**src/rtl/cpu_pkg.sv**
```systemverilog
// cpu_pkg: shared definitions for the 8-bit CPU control path.
//   - opcode constants (upper nibble of the instruction register)
//   - control-word bit indices and the ctrl_t type
//   - ALU flag bit indices
//   - cbit(): one-hot control word for a single bit index
package cpu_pkg;

    typedef logic [15:0] ctrl_t;

    // Opcodes
    localparam logic [3:0] OP_NOP = 4'h0;
    localparam logic [3:0] OP_LDA = 4'h1;
    localparam logic [3:0] OP_ADD = 4'h2;
    localparam logic [3:0] OP_SUB = 4'h3;
    localparam logic [3:0] OP_STA = 4'h4;
    localparam logic [3:0] OP_LDI = 4'h5;
    localparam logic [3:0] OP_JMP = 4'h6;
    localparam logic [3:0] OP_JC  = 4'h7;
    localparam logic [3:0] OP_JZ  = 4'h8;
    localparam logic [3:0] OP_OUT = 4'hE;
    localparam logic [3:0] OP_HLT = 4'hF;

    // Control word bit positions
    localparam int CTRL_HLT = 15;
    localparam int CTRL_MI  = 14;
    localparam int CTRL_RI  = 13;
    localparam int CTRL_RO  = 12;
    localparam int CTRL_IO  = 11;
    localparam int CTRL_II  = 10;
    localparam int CTRL_AI  = 9;
    localparam int CTRL_AO  = 8;
    localparam int CTRL_EO  = 7;
    localparam int CTRL_SU  = 6;
    localparam int CTRL_BI  = 5;
    localparam int CTRL_OI  = 4;
    localparam int CTRL_CE  = 3;
    localparam int CTRL_CO  = 2;
    localparam int CTRL_J   = 1;
    localparam int CTRL_FI  = 0;

    // ALU flag bit positions
    localparam int FLAG_Z = 0;
    localparam int FLAG_C = 1;

    function automatic ctrl_t cbit(input int idx);
        ctrl_t c;
        c      = '0;
        c[idx] = 1'b1;
        return c;
    endfunction

endpackage

```
**src/rtl/microcode_rom.sv**
```systemverilog
// microcode_rom: combinational lookup of {opcode, step, flags} -> control word.
//   opcode  in  4  instruction opcode (only meaningful from T2 on)
//   step    in  3  current micro-step
//   flags   in  2  registered ALU flags, [0]=zero [1]=carry
//   ctrl    out 16 raw control word (no reset/halt gating here)
// Steps beyond T4 decode to zero, so any NUM_STEPS in 5..8 works unchanged.
module microcode_rom
    import cpu_pkg::*;
(
    input  logic [3:0]  opcode,
    input  logic [2:0]  step,
    input  logic [1:0]  flags,
    output logic [15:0] ctrl
);

    ctrl_t t2, t3, t4;

    // Execute-phase words for the decoded opcode
    always_comb begin
        t2 = '0;
        t3 = '0;
        t4 = '0;
        case (opcode)
            OP_LDA: begin
                t2 = cbit(CTRL_IO) | cbit(CTRL_MI);
                t3 = cbit(CTRL_RO) | cbit(CTRL_AI);
            end
            OP_ADD: begin
                t2 = cbit(CTRL_IO) | cbit(CTRL_MI);
                t3 = cbit(CTRL_RO) | cbit(CTRL_BI);
                t4 = cbit(CTRL_EO) | cbit(CTRL_AI) | cbit(CTRL_FI);
            end
            OP_SUB: begin
                t2 = cbit(CTRL_IO) | cbit(CTRL_MI);
                t3 = cbit(CTRL_RO) | cbit(CTRL_BI);
                t4 = cbit(CTRL_EO) | cbit(CTRL_SU) | cbit(CTRL_AI) | cbit(CTRL_FI);
            end
            OP_STA: begin
                t2 = cbit(CTRL_IO) | cbit(CTRL_MI);
                t3 = cbit(CTRL_AO) | cbit(CTRL_RI);
            end
            OP_LDI: t2 = cbit(CTRL_IO) | cbit(CTRL_AI);
            OP_JMP: t2 = cbit(CTRL_IO) | cbit(CTRL_J);
            // Flags are read live in T2; safe because FI never fires in T2.
            OP_JC:  if (flags[FLAG_C]) t2 = cbit(CTRL_IO) | cbit(CTRL_J);
            OP_JZ:  if (flags[FLAG_Z]) t2 = cbit(CTRL_IO) | cbit(CTRL_J);
            OP_OUT: t2 = cbit(CTRL_AO) | cbit(CTRL_OI);
            OP_HLT: t2 = cbit(CTRL_HLT);
            default: ;  // NOP and undefined opcodes: all-zero execute
        endcase
    end

    // Step select: common fetch, then execute, then zero padding
    always_comb begin
        ctrl = '0;
        case (step)
            3'd0: ctrl = cbit(CTRL_CO) | cbit(CTRL_MI);
            3'd1: ctrl = cbit(CTRL_RO) | cbit(CTRL_II) | cbit(CTRL_CE);
            3'd2: ctrl = t2;
            3'd3: ctrl = t3;
            3'd4: ctrl = t4;
            default: ctrl = '0;
        endcase
    end

endmodule

```
**src/rtl/control_sequencer.sv**
```systemverilog
// control_sequencer: microcoded control unit for the 8-bit CPU.
//   NUM_STEPS        micro-steps per instruction, legal 5..8
//   clk      in  1   system clock
//   clear_n  in  1   asynchronous active-low reset
//   opcode   in  4   instruction register upper nibble
//   flags    in  2   registered ALU flags, [0]=zero [1]=carry
//   ctrl     out 16  control word (HLT MI RI RO IO II AI AO EO SU BI OI CE CO J FI)
//   step     out 3   current micro-step
//   halted   out 1   set once HLT has executed; only clear_n leaves it
module control_sequencer
    import cpu_pkg::*;
#(
    parameter int NUM_STEPS = 5
) (
    input  logic        clk,
    input  logic        clear_n,
    input  logic [3:0]  opcode,
    input  logic [1:0]  flags,
    output logic [15:0] ctrl,
    output logic [2:0]  step,
    output logic        halted
);

    localparam logic [2:0] LAST_STEP = 3'(NUM_STEPS - 1);

    ctrl_t rom_ctrl;

    microcode_rom u_rom (
        .opcode (opcode),
        .step   (step),
        .flags  (flags),
        .ctrl   (rom_ctrl)
    );

    // Step counter and halt flag. The HLT edge freezes step rather than
    // advancing it, so step keeps pointing at the halting micro-step.
    always_ff @(posedge clk or negedge clear_n) begin
        if (!clear_n) begin
            step   <= '0;
            halted <= 1'b0;
        end else if (!halted) begin
            if (rom_ctrl[CTRL_HLT]) begin
                halted <= 1'b1;
            end else if (step == LAST_STEP) begin
                step <= '0;
            end else begin
                step <= step + 3'd1;
            end
        end
    end

    // clear_n gates the word directly so no strobe leaks during reset,
    // and release is visible without waiting for an edge.
    always_comb begin
        ctrl = '0;
        if (!clear_n) begin
            ctrl = '0;
        end else if (halted) begin
            ctrl = cbit(CTRL_HLT);
        end else begin
            ctrl = rom_ctrl;
        end
    end

endmodule

```
**config.mk**
```make
export PLATFORM = sky130hd
export DESIGN_NAME = control_sequencer
export DESIGN_NICKNAME = d
export VERILOG_FILES = /design/src/rtl/cpu_pkg.sv /design/src/rtl/microcode_rom.sv /design/src/rtl/control_sequencer.sv
export SDC_FILE = /design/constraint.sdc
export NUM_CORES = 1
export LEC_CHECK = 0
export CAP_MARGIN = 15
export CORE_MARGIN = 5
export CORE_UTILIZATION = 43
export DETAILED_ROUTE_END_ITERATION = 12
export PLACE_DENSITY = 0.82
export SLEW_MARGIN = 20
export SYNTH_ARGS = -nofsm -noshare
export SYNTH_HDL_FRONTEND = slang
export SYNTH_SLANG_ARGS = --single-unit
```
**constraint.sdc**
```tcl
create_clock -name clk -period 4.15 [get_ports clk]
set_input_delay 0.6225 -clock clk [delete_from_list [all_inputs] [get_ports clk]]
set_output_delay 0.6225 -clock clk [all_outputs]
set_load 0.05 [all_outputs]
```
# Yosys cells after proc, flatten, opt, wreduce, memory -nomap -nowiden
# Index checks and enable logic that the tools add are counted.
dict set report word_totals {
  latchBits 0
  rom_bits 0
  ram_bits 0
  in_bits 8
  memories 0
  output_inout_bits 20
  reg_bits 4
  elab_cells 34
}
dict set report classes {
  n_mul 0
  shifts 0
  reduce_logical 4
  bitwise 2
  n_addsub 1
  div_mod_pow 0
  magnitude_cmp 0
  mux 11
  n_eq_ne 14
}
# cell n
set ops {}
lappend ops {{$pmux 16 s7} 1}
lappend ops {{$pmux 16 s5} 1}
lappend ops {{$pmux 14 s3} 1}
lappend ops {{$mux 16} 2}
lappend ops {{$mux 12} 2}
lappend ops {{$pmux 10 s2} 1}
lappend ops {{$eq 4x3->1 const B} 4}
lappend ops {{$eq 4x4->1 const B} 3}
lappend ops {{$eq 4x2->1 const B} 2}
lappend ops {{$eq 3x2->1 const B} 2}
lappend ops {{$eq 4x1->1 const B} 1}
lappend ops {{$reduce_or 4->1} 1}
lappend ops {{$add 3x1->3 const B} 1}
lappend ops {{$eq 3x1->1 const B} 1}
lappend ops {{$eq 3x3->1 const B} 1}
lappend ops {{$logic_not 3->1} 1}
lappend ops {{$mux 3} 1}
lappend ops {{$mux 1} 2}
lappend ops {{$not 1->1} 2}
lappend ops {{$reduce_and 2->1} 1}
lappend ops {{$reduce_or 2->1} 1}

# Depth between registers and ports, before layout
# Gate-level depths: netlist of the first run.
dict set report logic_depth {
  depth_word 6
  depth_mapped 6
  mapped_depth_nobuf 5
}

# Cells and area by module
# From an unflattened synthesis of the first run, not the netlist that was laid out.
dict set report hier_totals {
  hier_cells 80
  area_unflattened_um2 641.9
}
# mod area_per_inst_um2 n_inst cells_each seq_area_each_um2
set modules_own_cells {}
lappend modules_own_cells {control_sequencer 344.1 1 37 100.1}
lappend modules_own_cells {microcode_rom 297.8 1 43 0.0}

# Worst setup path before layout of the first run
# No wires, ideal clock.
dict set report synth_timing {
  kind {register to output}
  start {register step[0]}
  end {output ctrl[11]}
  arrival_time_ns 3.604
  stages_incl_launch_ff 5
  t_required_ns 3.527
  setup_slack_ns -0.076
  n_path_buf 0
  cell_sequence {dfrtp_1 -> inv_1 -> ha_1 -> nand4bb_1 -> a2111oi_0}
}
dict set report synth_via {
  elab_chain_cells 4
  word_cells_on_any_way 8
  classes_between {4 x eq/ne; 3 x mux; 1 x reduce/logical}
}
# element line_no
set synth_rtl {}
lappend synth_rtl {{start: declaration} control_sequencer.sv:20} ;# output logic [2:0] step,
lappend synth_rtl {{start signal: assignment} control_sequencer.sv:47} ;# step <= step + 3'd1;
lappend synth_rtl {{$eq 3x3->1, or another cell as far along} microcode_rom.sv:56} ;# case (step)
lappend synth_rtl {{$pmux 16 s5 *} microcode_rom.sv:56}
lappend synth_rtl {{$mux 16 *} control_sequencer.sv:58} ;# end else if (halted) begin
lappend synth_rtl {{$mux 16 *} control_sequencer.sv:56} ;# if (!clear_n) begin
lappend synth_rtl {{end: declaration} control_sequencer.sv:19} ;# output logic [15:0] ctrl,
# Every way passes the cells marked *; elsewhere a longest branch is shown, timed or not.

# Worst setup path after layout of the first run
dict set report layout_timing {
  start {input opcode[1]}
  end {output ctrl[15]}
}
dict set report layout_via {
  elab_chain_cells 6
  word_cells_on_any_way 15
  classes_between {10 x eq/ne; 4 x mux; 1 x reduce/logical}
}
# element line_no
set layout_rtl {}
lappend layout_rtl {{start: declaration} control_sequencer.sv:17} ;# input logic [3:0] opcode,
lappend layout_rtl {{$eq 4x1->1, or another cell as far along} microcode_rom.sv:23} ;# case (opcode)
lappend layout_rtl {{$reduce_or 4->1 (no line)} n/a}
lappend layout_rtl {{$pmux 16 s7 *} microcode_rom.sv:23}
lappend layout_rtl {{$pmux 16 s5 *} microcode_rom.sv:56}
lappend layout_rtl {{$mux 16 *} control_sequencer.sv:58}
lappend layout_rtl {{$mux 16 *} control_sequencer.sv:56}
# Marks and branches as above.

==> Flow_metrics.wiki, run 1 <==
{| class="wikitable"
! Metric !! Value
|-
| Setup repair after global routing missed its margin || false
|-
| Leakage || 0.3234 nW
|-
| Final estimated routing congestion in global placement || 0.7185
|-
| Type of the most critical hold path || in2async
|-
| Fraction of layout cells with a size suffix above 1 || 0.1237
|-
| Setup slack after layout || between 0.5 and 0.6 ns
|-
| Setup WS pre-CTS || 0.5383 ns
|-
| Avg Inst Size Synth || 8.167 um2
|-
| Number of global-route vias before repair || 607
|-
| Pwr Density || roughly 130 nW/um2
|-
| Number of sinks on the clock net || 4
|-
| WL final || between 1500 and 2000 um
|-
| Final hold violations || 0
|-
| WP data arrival || 2.99 ns
|-
| Post-cts gate resize count || 0
|-
| HPWL after detailed placement || 1255 um
|-
| Slew headroom || 0.4895
|-
| Count of final setup violators || 0
|-
| CTS tree || built
|-
| Average wire length per cell after detail routing || 14.38 um
|-
| Initial Utilization || 0.4587
|-
| Hold slack || 0.6335 ns
|-
| Total grt overflow || 0
|-
| Net total in the final layout || 112
|-
| Vias per Instance || ~5.6
|-
| Crit share post-route || 0.8717
|-
| Number of buffers added to fix hold violations after cts || 0
|-
| Main flop type after synthesis || dfrtp_1
|-
| Minimum clock period after layout || 3.617 ns
|-
| Final total negative setup slack || 0 ns
|-
| Highest achievable clock rate || 276.4 MHz
|-
| Chip width || 47.49 um
|-
| Antenna violations before repair || 0
|-
| Clock latency reported for the late side of the worst-skew pair || around 0.25 ns
|-
| Final clock skew || approximately 0.0043 ns
|-
| Synthesized area || 604.3 um2
|-
| Most frequent cells in the layout || 27 x clkdlybuf4s50_1, 7 x inv_1, 7 x a21oi_1
|-
| Outcome || finished clean
|-
| Count of max-cap constraint violations || 0
|-
| Crit Path Max Fanout || 14
|-
| Number of input and output port buffers inserted || 27
|-
| Sequential fraction of the synthesis area || 0.1656
|-
| Number of max-slew violations in the final report || 0
|-
| Setup crit end kind || output port
|-
| Site Rows || 13
|-
| Pin count of the biggest net entering global routing || 15
|-
| Total global routing track utilization || 0.1676
|-
| Startpoint class of the critical path || input port
|-
| Buffer depth of the longest clock path || 2
|-
| Setup Crit Path Kind || in2out
|-
| Worst-margin pin slew || 0.7562 ns
|-
| Number of H-tree levels || 1
|-
| Gate count after technology mapping || 74
|-
| Most common library cell in the layout ignoring fill and taps || clkdlybuf4s50_1
|-
| Required time worst endpoint || 3.53 ns
|-
| Number of antenna repair diodes || 0
|-
| Number of vias after detailed routing || ~630
|-
| Number of library cell types mapped by synthesis || 36
|-
| Area of the die || 2255 um2
|-
| IO Count || 28
|-
| Placeable core region || 1318 um2
|-
| Initial DRC count || 6
|-
| Post-route core utilization || 0.6553
|-
| First-pass detailed-route iteration total || 3
|-
| ANT nets after route || 0
|-
| Maximum ir drop on the vdd rail || 0.08822 mV
|-
| YS warnings || 0
|-
| Area delta synth->final || 42.86%
|-
| FFs w/ async S/R, synth || 1.000
|-
| Number of enable-type register cells in the synthesized netlist || 0
|-
| Number of flip-flops and latches in the synthesized netlist || 4
|-
| Post CTS Setup Buffer Count || 0
|-
| Number of standard cells in the layout, taps in and fillers out || 112
|-
| Layout fillers || 119
|-
| Post-synthesis net count || 87
|-
| CTS buffer count || 3
|-
| Clock tree root buffer cell || clkbuf_4
|-
| DP Cell Count || 109
|-
| Die height || roughly 47 um
|-
| Multi-input logic area || 419.2 um2
|-
| Register cell area after layout || 100.1 um2
|-
| Wire length of the first global-routing pass || 2601 um
|-
| DRC violation count after routing || 0
|-
| Clk pin slew, worst setup/hold paths || 0.04 ns
|}
## Yosys cell counts, types with 2 or more instances
cell / count / area [um2]
nand4_1: 2 / 12.51
nand4bb_1: 2 / 22.52
ha_1: 5 / 62.56
mux2_4: 2 / 30.03
dfrtp_1: 4 / 100.1
buf_4: 3 / 22.52
or3_2: 2 / 15.01
nor4b_1: 2 / 17.52
nand2_1: 6 / 22.52
nor2_1: 4 / 15.01
a21oi_1: 7 / 35.03
nor3_1: 2 / 10.01
inv_1: 7 / 26.28
buf_6: 2 / 22.52
nor3b_1: 2 / 15.01
and2_1: 2 / 12.51
## through the flow
step	total power, mW	cell area, um2
finish	0.1154	863.3
global route	0.1223	863.3
CTS	0.1171	863.3
detailed placement	0.06366	840.8
global placement	0.06307	840.8
floorplan	0.05457	605.6
## area by class of cell
class,instances,area share
Multi-Input combinational cell,55,0.4855
Inverter,8,0.03768
Tap cell,15,0.02174
Clock buffer,3,0.02609
Sequential cell,4,0.1159
Timing Repair Buffer,27,0.3130
## registers in the layout, indices dropped and copies added, names as in the netlist
name,cells
step,3
halted,1
## critical path, stage by stage
cell	delay, ns
clkdlybuf4s50_1	0.73
nand3_1	0.20
o41a_4	0.43
and2b_2	0.22
clkdlybuf4s50_1	0.79
## metal layers
| metal | GRT usage | vias up | wire (um) |
|---|---|---|---|
| met2 | 0.2807 | 21 | 790 |
| met5 | 0 | - | 0 |
| met4 | 0.1105 | 0 | 36 |
| met1 | 0.1864 | 289 | 671 |
| met3 | 0.04135 | 5 | 113 |
| li1 | - | 316 | - |
## worst paths after layout
path	startpoint	end	slack (ns)	cells past startpoint
worst max register to register	step[0]$_DFFE_PN0P_	step[0]$_DFFE_PN0P_	2.36	5
min in group clk	step[1]$_DFFE_PN0P_	step[1]$_DFFE_PN0P_	0.63	2
max in group asynchronous	clear_n	halted$_DFF_PN0_	3.28	1
worst min register to register	step[1]$_DFFE_PN0P_	step[1]$_DFFE_PN0P_	0.63	2
worst min-delay path	clear_n	step[2]$_DFFE_PN0P_	0.63	1
worst max-delay path	opcode[1]	ctrl[15]	0.53	5
## cell families after synthesis
family                   Yosys count  share of synthesized area
AND/OR/NAND/NOR                   30                     0.3064
flip-flops                         4                     0.1656
AO/OA/AOI/OAI                     17                     0.2153
multiplexers                       3                    0.06626
buffers and inverters             15                     0.1429
adder cells (fa/ha/maj)            5                     0.1035
## power by group
part	total (mW)	internal, mW	switching (mW)
Sequential	0.0392	0.0392	0
Combinational	0.0239	0.0110	0.0129
Clock	0.0523	0.0326	0.0197
Power figures use the tool's default switching activity.
==> inputs of run 2 (changes only) <==
CORE_UTILIZATION = 40   (was 43)
PLACE_DENSITY = 0.77   (was 0.82)
clock period = 4.1 ns   (was 4.15 ns; I/O delays follow)
==> run 2 against run 1 <==
Effect of this change:
- clock skew grew 0.0040 ns
- clock power shrank 4.8%
- sequential share of layout area shrank 0.12 points
- die area grew 5.9%
- largest power group unchanged
- highest routed layer unchanged
==> Flow_metrics.wiki, run 2 (same netlist as run 1, synthesis figures left out) <==
{| class="wikitable"
! Metric !! Value
|-
| Total global routing track utilization || 0.1371
|-
| Slew headroom || 0.4924
|-
| Fraction of layout cells with a size suffix above 1 || 0.1327
|-
| Register with the highest flop count || step
|-
| Number of standard cells in the layout, taps in and fillers out || about 110
|-
| Final clock skew || 0.008374 ns
|-
| Depth of the worst register-to-register path || 5
|-
| Number of H-tree levels || 1
|-
| Startpoint class of the critical path || input port
|-
| Worst-margin pin slew || around 0.75 ns
|-
| Most frequent cell on the critical path || clkdlybuf4s50_1
|-
| Maximum single-stage delay on the critical path || around 0.79 ns
|-
| Outcome || finished clean
|-
| Number of buffers added to fix hold violations after cts || 0
|-
| HPWL after detailed placement || 1201 um
|-
| Required time worst endpoint || 3.48 ns
|-
| Count of final setup violators || 0
|-
| Setup crit end kind || output port
|-
| WL final || 1537 um
|-
| Number of global-route vias before repair || 597
|-
| Number of sinks on the clock net || 4
|-
| Number of antenna repair diodes || 0
|-
| First-pass detailed-route iteration total || 4
|-
| Setup Crit Path Kind || in2out
|-
| Cell with the biggest individual delay on the critical path || clkdlybuf4s50_1
|-
| Crit Path Max Fanout || 14
|-
| Net total in the final layout || 113
|-
| Most frequent cells in the layout || 27 x clkdlybuf4s50_1, 7 x inv_1, 7 x a21oi_1
|-
| Die height || 48.87 um
|-
| Type of the most critical hold path || in2async
|-
| Register cell area after layout || between 100 and 150 um2
|-
| Multi-input logic area || 419.2 um2
|-
| Placeable core region || ~1500 um2
|-
| WP data arrival || 2.94 ns
|-
| Number of max-slew violations in the final report || 0
|-
| DP Cell Count || 111
|-
| Average wire length per cell after detail routing || 13.48 um
|-
| Final estimated routing congestion in global placement || around 0.8
|-
| Cell class contributing the biggest share of worst-path delay || buffers and inverters
|-
| Instance count on the critical path || 5
|-
| Number of flip-flops under the largest register name || 3
|-
| CTS buffer count || 3
|-
| Leakage || 0.3282 nW
|-
| Minimum clock period after layout || roughly 3.6 ns
|-
| Setup repair after global routing missed its margin || false
|-
| IO Count || 28
|-
| Layout fillers || 146
|-
| Final hold violations || 0
|-
| Post CTS Setup Buffer Count || 0
|-
| Clock tree root buffer cell || clkbuf_4
|-
| Cell breakdown of the critical path || clkdlybuf4s50_1 -> nand3_1 -> o41a_4 -> and2b_2 -> clkdlybuf4s50_1
|-
| Antenna violations before repair || 0
|-
| Final total negative setup slack || 0 ns
|-
| Buffers & Inverters on Critical Path || 2
|-
| Chip width || 48.87 um
|-
| Highest achievable clock rate || around 280 MHz
|-
| Area of the die || between 2000 and 2500 um2
|-
| Count of max-cap constraint violations || 0
|-
| Site Rows || 14
|-
| Post-cts gate resize count || 0
|-
| Buffer depth of the longest clock path || 2
|-
| Number of input and output port buffers inserted || 27
|-
| Crit share post-route || 0.8681
|-
| CTS tree || built
|-
| Clk pin slew, worst setup/hold paths || 0.04 ns
|-
| Pin count of the biggest net entering global routing || 15
|-
| Area delta synth->final || 44.31%
|-
| Largest registers ranked by flip-flop count || step x3, halted x1
|-
| Wire length of the first global-routing pass || 2725 um
|-
| Initial Utilization || 0.4107
|-
| Total grt overflow || 0
|-
| Number of vias after detailed routing || 634
|-
| DRC violation count after routing || 0
|-
| Clock latency reported for the late side of the worst-skew pair || between 0.2 and 0.25 ns
|-
| Most common library cell in the layout ignoring fill and taps || clkdlybuf4s50_1
|-
| Pwr Density || 131.3 nW/um2
|-
| Initial DRC count || 18
|-
| Maximum ir drop on the vdd rail || 0.1541 mV
|-
| Vias per Instance || between 5 and 6
|-
| ANT nets after route || 0
|}
[run 2: cell types whose count changed in the layout (fill, tap and decap cells not counted), sizes merged]
| cell | delta |
|---|---|
| buf | +1 |
[run 2: per-layer routing]
metal	routed length, um	GRT usage	vias up
met5	0	0	-
met4	10	0.04036	0
met3	112	0.05505	2
met2	740	0.2261	21
met1	673	0.1615	294
li1	-	-	317
[run 2: area by class of cell]
class	instances	area share
clock buffers	3	0.02582
repair buffers	28	0.3185
multi-input cells	55	0.4806
well taps	16	0.02296
flip-flops and latches	4	0.1148
inverters	8	0.03730
[run 2: report_power, final]
part	leakage, nW	internal, mW	total [mW]	switching [mW]
logic	0.269	0.0117	0.0250	0.0133
clock network	0.0138	0.0328	0.0498	0.0170
registers	0.0455	0.0397	0.0397	0
total	0.328	0.0842	0.115	0.0303
[run 2: path summary, 6_finish.rpt]
path | from | endpoint | slack, ns
max in group asynchronous | clear_n | step[0]$_DFFE_PN0P_ | 3.22
setup / recovery | opcode[2] | ctrl[15] | 0.54
hold / removal | clear_n | halted$_DFF_PN0_ | 0.63
min in group clk | step[0]$_DFFE_PN0P_ | step[0]$_DFFE_PN0P_ | 0.64
hold reg to reg | step[0]$_DFFE_PN0P_ | step[0]$_DFFE_PN0P_ | 0.64
setup reg to reg | step[0]$_DFFE_PN0P_ | step[0]$_DFFE_PN0P_ | 2.33
[run 2: worst reg2reg max path, stage by stage, from the launching register on]
cell and delay, ns:
dfrtp_1 0.43, inv_1 0.11, ha_1 0.25, inv_1 0.08, o41a_4 0.47, mux2_4 0.31
[run 2: per-stage QoR]
stage / util / setup slack [ns] / hold slack [ns] / power (mW) / cell area, um2
final: 0.5927 / 0.5408 / 0.6327 / 0.1145 / 872.1
after CTS: 0.5927 / 0.5471 / 0.6293 / 0.1171 / 872.1
after global routing: 0.5927 / 0.4118 / 0.6424 / 0.1239 / 872.1
after floorplan: - / 0.5474 / 0.3194 / 0.05524 / 605.6
after global placement: 0.5774 / 0.5888 / 0.6236 / 0.06476 / 849.6
after detailed placement: 0.5774 / 0.5575 / 0.6304 / 0.06504 / 849.6
==> inputs of run 3 (changes only) <==
SLEW_MARGIN = 10   (was 20)
==> results of run 3 <==
The final DEF is identical to that of run 2; final timing and power are the same.
